### src/rtl/blit_addr_stepper_if.sv
// Handshake/bus bundle for the blitter address stepper.
// The master side loads and consumes addresses. The slave side is the stepper.
interface blit_addr_stepper_if #(
  parameter int AW = 20,
  parameter int SW = 8,
  parameter int CW = 10
) ();
  logic          LD;
  logic [AW-1:0] START;
  logic [SW-1:0] STEP;
  logic [CW-1:0] COUNT;
  logic          REQ;
  logic [AW-1:0] ADR;
  logic          BUSY;
  logic          ACK;
  logic          DONE;

  modport master (
    output LD, START, STEP, COUNT, REQ,
    input  ADR, BUSY, ACK, DONE
  );

  modport slave (
    input  LD, START, STEP, COUNT, REQ,
    output ADR, BUSY, ACK, DONE
  );
endinterface

### src/rtl/blit_addr_stepper.sv
// Blitter address stepper: issues COUNT addresses from START, advancing by a signed STEP.
// The address advances on each acknowledged request and wraps modulo 2^AW.
module blit_addr_stepper #(
  parameter int AW = 20,
  parameter int SW = 8,
  parameter int CW = 10
) (
  input  logic                MasterClock,
  input  logic                RESETL,
  blit_addr_stepper_if.slave  bus
);

  typedef enum logic [1:0] {
    IDLE = 2'd0,
    RUN  = 2'd1,
    FIN  = 2'd2
  } state_t;

  localparam int NS = AW / 4;

  state_t        state;
  logic [AW-1:0] adr;
  logic [SW-1:0] step_q;
  logic [CW-1:0] rem;

  logic [AW-1:0] step_ext;
  logic [AW-1:0] adr_next;
  logic [NS-1:0] carry;
  logic          busy;
  logic          ack;

  assign step_ext = {{(AW-SW){step_q[SW-1]}}, step_q};

  // Ripple of 4-bit no-carry slices. Only the inter-slice carry is explicit.
  // The top slice drops its carry-out, which gives the modulo-2^AW wrap.
  assign carry[0] = 1'b0;

  for (genvar gi = 0; gi < NS; gi++) begin : g_slice
    if (gi < NS - 1) begin : g_mid
      assign {carry[gi+1], adr_next[4*gi +: 4]} =
        {1'b0, adr[4*gi +: 4]} + {1'b0, step_ext[4*gi +: 4]} + {4'b0000, carry[gi]};
    end else begin : g_top
      assign adr_next[4*gi +: 4] =
        adr[4*gi +: 4] + step_ext[4*gi +: 4] + {3'b000, carry[gi]};
    end
  end

  assign busy = (state == RUN);

  // A load in the same cycle wins over a request, so it must block ACK.
  assign ack  = bus.REQ & busy & ~bus.LD;

  assign bus.ADR  = adr;
  assign bus.BUSY = busy;
  assign bus.ACK  = ack;
  // A reload during the FIN cycle replaces the completion pulse.
  assign bus.DONE = (state == FIN) & ~bus.LD;

  // NOTE: state registers use non-blocking assignments only. Every register
  // then sees the pre-edge value of the others, whatever the statement order.
  always_ff @(posedge MasterClock or negedge RESETL) begin
    if (!RESETL) begin
      state  <= IDLE;
      adr    <= '0;
      step_q <= '0;
      rem    <= '0;
    end else if (bus.LD) begin
      adr    <= bus.START;
      step_q <= bus.STEP;
      rem    <= bus.COUNT;
      state  <= (bus.COUNT != '0) ? RUN : FIN;
    end else begin
      case (state)
        RUN: begin
          if (ack) begin
            adr <= adr_next;
            if (rem != '0) begin
              rem <= rem - CW'(1);
            end
            if (rem == CW'(1)) begin
              state <= FIN;
            end
          end
        end
        FIN:     state <= IDLE;
        default: state <= IDLE;
      endcase
    end
  end

endmodule

### src/flat_wrapper.sv
// flat-port wrapper written by rule: the top's interface ports become plain ports
module blit_addr_stepper_flat 
#(
  parameter int AW = 20,
  parameter int SW = 8,
  parameter int CW = 10
)
  (MasterClock, RESETL, bus_LD, bus_START, bus_STEP, bus_COUNT, bus_REQ, bus_ADR, bus_BUSY, bus_ACK, bus_DONE);
  blit_addr_stepper_if #(.AW(AW), .SW(SW), .CW(CW)) bus_i ();
  input  logic MasterClock;
  input  logic RESETL;
  input wire logic [$bits(bus_i.LD)-1:0] bus_LD;
  input wire logic [$bits(bus_i.START)-1:0] bus_START;
  input wire logic [$bits(bus_i.STEP)-1:0] bus_STEP;
  input wire logic [$bits(bus_i.COUNT)-1:0] bus_COUNT;
  input wire logic [$bits(bus_i.REQ)-1:0] bus_REQ;
  output wire logic [$bits(bus_i.ADR)-1:0] bus_ADR;
  output wire logic [$bits(bus_i.BUSY)-1:0] bus_BUSY;
  output wire logic [$bits(bus_i.ACK)-1:0] bus_ACK;
  output wire logic [$bits(bus_i.DONE)-1:0] bus_DONE;
  assign bus_i.LD = bus_LD;
  assign bus_i.START = bus_START;
  assign bus_i.STEP = bus_STEP;
  assign bus_i.COUNT = bus_COUNT;
  assign bus_i.REQ = bus_REQ;
  assign bus_ADR = bus_i.ADR;
  assign bus_BUSY = bus_i.BUSY;
  assign bus_ACK = bus_i.ACK;
  assign bus_DONE = bus_i.DONE;
  blit_addr_stepper #(.AW(AW), .SW(SW), .CW(CW)) u_core (.MasterClock(MasterClock), .RESETL(RESETL), .bus(bus_i));
endmodule
### config.mk
export PLATFORM = sky130hd
export DESIGN_NAME = blit_addr_stepper_flat
export DESIGN_NICKNAME = d
export VERILOG_FILES = /design/src/rtl/blit_addr_stepper_if.sv /design/src/rtl/blit_addr_stepper.sv /design/src/flat_wrapper.sv
export SDC_FILE = /design/constraint.sdc
export NUM_CORES = 1
export LEC_CHECK = 0
export CORE_AREA = 2 2 112 87
export CTS_CLUSTER_DIAMETER = 30
export CTS_CLUSTER_SIZE = 25
export DETAILED_ROUTE_END_ITERATION = 7
export DIE_AREA = 0 0 114 89
export DONT_BUFFER_PORTS = 1
export PLACE_DENSITY = 0.43
export SYNTH_ARGS = -nofsm -noshare
export SYNTH_HDL_FRONTEND = slang
export SYNTH_SLANG_ARGS = --single-unit
### constraint.sdc
create_clock -name MasterClock -period 6.2 [get_ports MasterClock]
set_clock_uncertainty 0.1 [all_clocks]
set_input_delay 1.86 -clock MasterClock [delete_from_list [all_inputs] [get_ports MasterClock]]
set_output_delay 1.86 -clock MasterClock [all_outputs]
set_load 0.01 [all_outputs]
== Word level (Yosys, flattened, before mapping) ==
Cells that the tools add are included.
Cells by class
  mux-type cells: 12
  add/sub/neg operators: 10
  eq/ne operators: 5
  reductions and logical operators: 8
  bitwise operators: 4
Operators by type and width (count)
  two-way mux 20 bit: 3
  two-way mux 10 bit: 4
  adder 4 x 4 -> 5 bit: 4
  nonzero test 10 bit: 2
  adder 5 x 1 -> 5 bit: 3
  equality test 10 x 1 -> 1 bit, second input constant: 1
  two-way mux 2 bit: 5
  subtractor 10 x 1 -> 10 bit, second input constant: 1
  != test 3 bit, second input constant: 2
  nonzero test 2 bit: 3
  adder 4 x 1 -> 4 bit: 1
  adder 4 bit: 1
  AND reduction 2 bit: 2
  AND 1 bit: 3
  AND reduction 3 bit: 1
  equality test 2 x 1 -> 1 bit, second input constant: 1
  equality test 2 bit, second input constant: 1
  inverter 1 bit: 1
Storage, ports and cells
  flip-flop bits (word level): 40
  bits of input ports: 42
  logic and storage cells: 43
  output and inout bits: 23

== Depth between registers and ports, before layout ==
Gate-level depths: netlist of run 1.
  depth in word-level cells: 8
  mapped depth: 22

== Worst setup path before layout of run 1 ==
Ideal clock, no wire load.
  path kind: register to register
  start: register u_core.adr[0], in the netlist u_core.bus.ADR[0]
  end: register u_core.adr[18], in the netlist u_core.bus.ADR[18]
  buffers on the path: 0
  clock period less this slack: 6154 ps
  data required time: 5966 ps
  cell stages (with the launch flop): 23
  slack: 46 ps
  arrival: 5920 ps
  path through: dfrtp_1 -> ha_1 -> fa_1 -> a21o_1 -> a21o_1 -> fa_1 -> fa_1 -> a21o_1 -> a21o_1 -> fa_1 -> fa_1 -> a21o_1 -> a21o_1 -> fa_1 -> fa_1 -> a21o_1 -> a21o_1 -> fa_1 -> fa_1 -> xnor2_1 -> nor2_1 -> a21oi_1 -> o21ai_0
On the way
  cells in the longest elaborated chain, start to end: 8
Ends and longest elaborated chain
  start, declared: line blit_addr_stepper.sv:22  | logic [AW-1:0] adr;
  start signal, assigned: line blit_addr_stepper.sv:68  | adr <= bus.START;
  start signal, assigned: line blit_addr_stepper.sv:76  | adr <= adr_next;
  adder 4 x 4 -> 5 bit: line blit_addr_stepper.sv:41  | {1'b0, adr[4*gi +: 4]} + {1'b0, step_ext[4*gi +: 4]} + {4'b0000, carry[gi]};
  adder 5 x 1 -> 5 bit (3 in a row): line blit_addr_stepper.sv:41
  adder 4 x 1 -> 4 bit: line blit_addr_stepper.sv:44  | adr[4*gi +: 4] + step_ext[4*gi +: 4] + {3'b000, carry[gi]};
  two-way mux 20 bit: line blit_addr_stepper.sv:75  | if (ack) begin
  two-way mux 20 bit: line blit_addr_stepper.sv:73  | case (state)
  two-way mux 20 bit: line blit_addr_stepper.sv:67  | end else if (bus.LD) begin
No other way between the ends. The select of a mux whose other input is x is not followed.
A chain may end at the register's enable or synchronous reset.

== Worst setup path in the final report of run 1 ==
Same ends and word-level chain as after synthesis.

==> key figures, run 1 <==
Hold path
  – Hold crit path type: flip-flop to flip-flop

GRT
  – Largest net degree at the start of global routing: 83
  – First-pass GRT wire length: 9940 µm
  – Gr ovfl total: 0
  – Global Route Usage Sum: 12.7%
  – Initial antenna violation count: 0
  – Vias in the first global route: 1919

Clocking
  – Clock Sinks: 40
  – Clock Pin Slew Worst Setup and Hold Paths: 0.06 ns
  – CTS Buf Count: 5
  – CTS tree: done
  – H-tree depth: 2
  – Worst-Skew Late Latency: 0.28 ns
  – Clk buf depth: 2
  – Post-CTS Hold Fix Bufs: 0
  – Postcts setup bufs: 0
  – Clock root cell: clkbuf_16

STA
  – Final max-slew violation count: 0
  – Least-Margin Pin Slew: 0.502 ns
  – Final setup violation count: 0
  – Tmin final: 5.83 ns
  – Hold Vio Cnt, Final: 0
  – Slew margin rel.: 66.5%
  – Period utilization: 94.0%
  – Highest Clock Rate: 172 MHz

Logic synthesis
  – Share of the synthesized area in the top cell type: 38.1%
  – Top post-synthesis cells by area: dfrtp_1 38%, ha_1 8.1%, fa_1 6.9%
  – Synth area leader: dfrtp_1
  – Seq/Total Area, Yosys: 38.1%
  – Mapped Cells: 258
  – Post-Syn Area: 0.00263 mm²
  – #FFs+latches synth: 40
  – Synth unique cells: 45
  – Asr flop ratio synth: 100%
  – Post-Syn Nets: 326
  – Synthesized area per cell: 10.2 µm²
  – Post-synth EDFFs: 0
  – YS warnings: 0
  – Main synth FF type: dfrtp_1

Layout
  – Area of the multi-input gates: 0.00157 mm²
  – Sequential Area: 0.00100 mm²
  – Post-layout nets: 328
  – Layout cells sized above 1: 14.6%
  – Most common cell after layout, fill and taps aside: dfrtp_1
  – Syn-to-layout area delta: 11.4%
  – Most frequent cells in the layout: 40 x dfrtp_1, 21 x o21ai_0, 20 x nand2_1, 20 x a21oi_1, 17 x ha_1
  – # diodes: 0
  – Fillcell total: 933
  – Post-route cell area: 0.00293 mm²

Die
  – Chip width: 114 µm
  – Die Span Y: 89 µm
  – Die area: 0.0101 mm²
  – Rows: 30
  – # IOs: 65
  – Core area: 0.00893 mm²
  – Initial Util: 29.4%

Routing
  – Initial drt markers: 38
  – Vias: 1895
  – 1st-pass router iterations: 4
  – Vias per cell: 5.09
  – Wirelength, routed: 6110 µm
  – Post-DR wirelength/cell: 16.4 µm
  – # DRC: 0
  – ANT nets after route: 0

Outcome
  – Status: complete, no violations

Placed design
  – PortBufs: 0
  – RePlAce Congestion: 0.739
  – Post-DP Area: 0.00277 mm²
  – DPL Wire Length: 4280 µm

Worst setup path
  – Arr. time, crit path: 5.89 ns
  – WS Path Type: flip-flop to flip-flop
  – CP required: 6.26 ns
  – Critical path peak fanout: 2
  – Worst setup SP type: flip-flop
  – Crit path capture type: flip-flop

Pwr
  – Final Power: 814 µW
  – VDD IR max: 0.0953 mV
  – LEAKAGE: 1.30 nW
  – Pwr dens: 278 mW/mm²

Run
  – Maxcap violations: 0
==> registers in the layout, summed over array words and instances (netlist names) <==
signal          cells
u_core.bus.ADR     20
u_core.step_q       8
u_core.state        2
u_core.rem         10
==> cells by family (layout without fill, tap and decap cells) <==
group	count (synthesis)	count (layout)	synth area share (%)
DFF	40	40	38.1
adders and majority gates	26	26	15.0
buffers and inverters	19	21	2.91
xor gates and xnor gates	6	6	2.00
and+or+nand+nor	79	79	17.7
muxes	23	23	9.29
AOI/OAI and AO/OA	65	65	15.1
==> path summary, 6_finish.rpt <==
kind | startpoint | end | slack, ns | cells past startpoint
setup / recovery | u_core.bus.ADR[0] | u_core.bus.ADR[18] | 0.37 | 22
hold / removal | u_core.step_q[0] | u_core.step_q[0] | 0.42 | 1
setup reg to reg | u_core.bus.ADR[0] | u_core.bus.ADR[18] | 0.37 | 22
hold reg to reg | u_core.step_q[0] | u_core.step_q[0] | 0.42 | 1
max in group asynchronous | RESETL | u_core.bus.ADR[13] | 4.74 | 0
min in group asynchronous | RESETL | u_core.bus.ADR[2] | 1.17 | 0
==> worst max-delay path: stages, from the launching register on <==
cell and delay [ns]:
dfrtp_1 0.38, ha_1 0.23, fa_2 0.35, a21o_1 0.18
a21o_1 0.18, fa_2 0.36, fa_2 0.35, a21o_1 0.18
a21o_1 0.18, fa_2 0.35, fa_2 0.35, a21o_1 0.18
a21o_1 0.18, fa_2 0.35, fa_2 0.35, a21o_1 0.16
a21o_1 0.19, fa_2 0.35, fa_1 0.38, xnor2_1 0.14
nor2_1 0.05, a21oi_1 0.11, o21ai_0 0.08
==> routing by layer <==
layer  GRT usage, %  part of all wire, %  routed length (µm)  vias to the layer above
met5              0                    0                   0                        -
met4           2.99                 0.47                  29                        0
met3           4.75                  7.4                 453                        2
met2           18.4                   42                2560                       48
met1           17.9                   50                3070                      898
li1               -                    -                   -                      947
==> what timing repair did <==
| action | 4_1_cts | 5_1_grt |
|---|---|---|
| hold endpoints to repair | 0 | 0 |
| resized for setup | 2 | 6 |
| pin swaps | 0 | 0 |
| setup endpoints to repair | 2 | 3 |
==> power breakdown <==
group          switching [mW]  internal, mW
Clock                   0.102         0.146
Sequential             0.0520         0.295
Combinational           0.102         0.117
Total                   0.256         0.558
==> per-stage QoR <==
stage	hold slack (ns)	instances	setup TNS (ns)	worst slack, ns	util [%]
2_1_floorplan	0.385	258	0	0.0458	-
3_3_place_gp	0.395	365	0	0.00811	31.0
3_5_place_dp	0.402	365	-0.0893	-0.0604	31.0
4_1_cts	0.417	372	0	0.0356	32.6
5_1_grt	0.440	372	-0.00685	-0.00685	32.8
6_report	0.416	372	0	0.373	32.8
==> area by class of cell <==
cell class                 count  share of cell area, %
clock buffer                   6                   4.40
clock inverter                 1                  0.171
inverter                       6                  0.770
multi-input combinational    199                   53.6
sequential                    40                   34.2
tap                          112                   4.79
timing repair buffer           8                   2.05
==> Yosys cell counts (2+ instances only) <==
master	count
o21ai_0	21
fa_1	9
o31a_1	3
a21oi_1	20
or4_1	4
inv_1	6
a22o_1	2
mux2_2	10
nand4b_1	5
dfrtp_1	40
ha_1	17
mux2i_1	12
nor3b_1	5
buf_2	4
clkbuf_1	8
nand2b_1	2
nor2_1	11
a21o_1	12
nand4_1	3
nand3_1	10
xnor2_1	6
nand2_1	20
nor2b_1	3
nor4_1	4
Power figures use the tool's default switching activity.
==> run 2, diff against run 1 <==
--- a/config.mk
+++ b/config.mk
@@ -11,7 +11,7 @@
 export DETAILED_ROUTE_END_ITERATION = 7
 export DIE_AREA = 0 0 114 89
 export DONT_BUFFER_PORTS = 1
-export PLACE_DENSITY = 0.43
+export PLACE_DENSITY = 0.42
 export SYNTH_ARGS = -nofsm -noshare
 export SYNTH_HDL_FRONTEND = slang
 export SYNTH_SLANG_ARGS = --single-unit
==> constraint.sdc (replaced) <==
create_clock -name MasterClock -period 6.93 [get_ports MasterClock]
set_clock_uncertainty 0.1 [all_clocks]
set_input_delay 2.079 -clock MasterClock [delete_from_list [all_inputs] [get_ports MasterClock]]
set_output_delay 2.079 -clock MasterClock [all_outputs]
set_load 0.01 [all_outputs]
==> key figures, run 2 (synthesis gave the netlist of run 1 again) <==
Outcome
  – Status: complete, no violations

STA
  – RSZ-0062 raised after global routing: false
  – Tmin final: 6.42 ns
  – Hold Vio Cnt, Final: 0
  – Period utilization: 92.7%
  – Final max-slew violation count: 0
  – Setup slack after layout: 0.508 ns
  – Slew margin rel.: 53.3%
  – Highest Clock Rate: 156 MHz
  – Least-Margin Pin Slew: 0.701 ns
  – Final setup violation count: 0
  – Sum Neg Setup Slack: 0 ns
  – Hold slack: 0.418 ns

Placed design
  – RePlAce Congestion: 0.718
  – PortBufs: 0
  – Dpl ws: 0.489 ns
  – DPL Wire Length: 4260 µm
  – Post-DP Area: 0.00272 mm²

Worst setup path
  – Arr. time, crit path: 6.49 ns
  – Critical path peak fanout: 3
  – Crit path largest cell delay: 0.43 ns
  – CP required: 7.00 ns
  – CP Launch Point: u_core.bus.ADR[0]
  – Worst setup SP type: flip-flop
  – WS Path Type: flip-flop to flip-flop
  – Crit path capture type: flip-flop
  – CP most frequent cell: fa_1
  – Worst path cell trace: ha_1 > fa_1 > a21o_1 > a21o_1 > fa_1 > fa_1 > a21o_1 > a21o_1 > fa_1 > fa_1 > a21o_1 > a21o_1 > fa_1 > fa_1 > a21o_1 > a21o_1 > fa_1 > fa_1 > xnor2_1 > nor2_1 > a21oi_1 > o21ai_0
  – Launch point of the worst reg-to-reg path: u_core.bus.ADR[0]
  – CP max stage cell: dfrtp_1

Routing
  – Vias per cell: 5.13
  – DR top layer: met4
  – Wirelength, routed: 6170 µm
  – WL met3: 523 µm
  – Metal-1 WL: 3170 µm
  – Initial drt markers: 84
  – 1st-pass router iterations: 4
  – Post-DR wirelength/cell: 16.8 µm
  – Met2 WL post-DR: 2410 µm
  – Vias: 1879
  – # DRC: 0
  – ANT nets after route: 0

Layout
  – Max reg flops: 20
  – Most common cell after layout, fill and taps aside: dfrtp_1
  – Most frequent cells in the layout: 40 x dfrtp_1, 21 x o21ai_0, 20 x nand2_1, 20 x a21oi_1, 17 x ha_1
  – Syn-to-layout area delta: 9.24%
  – Post-route cell area: 0.00287 mm²
  – Area of the multi-input gates: 0.00155 mm²
  – Fillcell total: 918
  – Layout cells sized above 1: 9.84%
  – Post-layout nets: 321
  – # diodes: 0
  – Sequential Area: 0.00100 mm²

Die
  – Chip width: 114 µm
  – # IOs: 65
  – Die area: 0.0101 mm²
  – Die Span Y: 89 µm
  – Initial Util: 29.4%
  – Rows: 30
  – Core area: 0.00893 mm²

Clocking
  – Worst-Skew Late Latency: 0.29 ns
  – Post-CTS Hold Fix Bufs: 0
  – H-tree depth: 2
  – Clock Pin Slew Worst Setup and Hold Paths: 0.07 ns
  – Clk buf depth: 2
  – Post-CTS sizing: 0
  – Clock Sinks: 40
  – Clock root cell: clkbuf_16
  – CTS Buf Count: 5
  – CTS tree: done
  – Postcts setup bufs: 0

GRT
  – First-pass GRT wire length: 9890 µm
  – Global Route Usage Sum: 12.8%
  – Largest net degree at the start of global routing: 83
  – Vias in the first global route: 1882
  – Gr ovfl total: 0
  – Initial antenna violation count: 0

Pwr
  – Final Power: 731 µW
  – Pwr dens: 255 mW/mm²
  – VDD IR max: 0.0932 mV
  – LEAKAGE: 1.28 nW

Hold path
  – Hold_sp: u_core.step_q[2]
  – Hold crit path type: flip-flop to flip-flop

Run
  – Maxcap violations: 0
run 2: cell types whose count changed in the layout (fill, tap and decap cells not counted):
cell and delta:
buf_4 -7, clkbuf_1 -1, clkinv_2 +1, fa_2 -8, fa_1 +8, clkbuf_8 +1
run 2: area by class of cell:
type,instances,area share (%)
repair buffers,1,0.262
multi-input cells,199,54.0
inverters,6,0.785
well taps,112,4.88
clock inverters,2,0.349
flip-flops and latches,40,34.9
clock buffers,6,4.84
run 2: final timing paths:
kind | endpoint | slack (ns) | depth (start not counted)
max | u_core.bus.ADR[18] | 0.51 | 22
min | u_core.step_q[2] | 0.42 | 1
max reg2reg | u_core.bus.ADR[18] | 0.51 | 22
min reg2reg | u_core.step_q[2] | 0.42 | 1
max in group asynchronous | u_core.rem[0] | 5.26 | 0
min in group asynchronous | u_core.bus.ADR[0] | 1.38 | 0
run 2: critical path: cells and delay by family, from the launching register on:
family | cells | cell delay [ns]
adder cells (fa/ha/maj) | 10 | 3.91
AO/OA/AOI/OAI | 10 | 1.65
flip-flops | 1 | 0.43
XOR/XNOR | 1 | 0.15
AND/OR/NAND/NOR | 1 | 0.05
run 2: metal layers:
layer | GRT usage, % | up-vias
li1 | - | 932
met4 | 3.66 | 0
met2 | 17.7 | 48
met3 | 5.56 | 7
met5 | 0 | -
met1 | 18.1 | 892
run 2: through the flow:
| step | util, % | instances |
|---|---|---|
| 2_1_floorplan | - | 258 |
| 3_3_place_gp | 30.4 | 358 |
| 3_5_place_dp | 30.4 | 358 |
| 4_1_cts | 32.1 | 366 |
| 5_1_grt | 32.1 | 366 |
| 6_report | 32.1 | 366 |
run 2: power breakdown:
part / internal (mW) / total, mW / switching, mW
Sequential: 0.264 / 0.315 / 0.0508
Clock: 0.142 / 0.241 / 0.0988
Combinational: 0.0925 / 0.175 / 0.0827
Total: 0.499 / 0.731 / 0.232
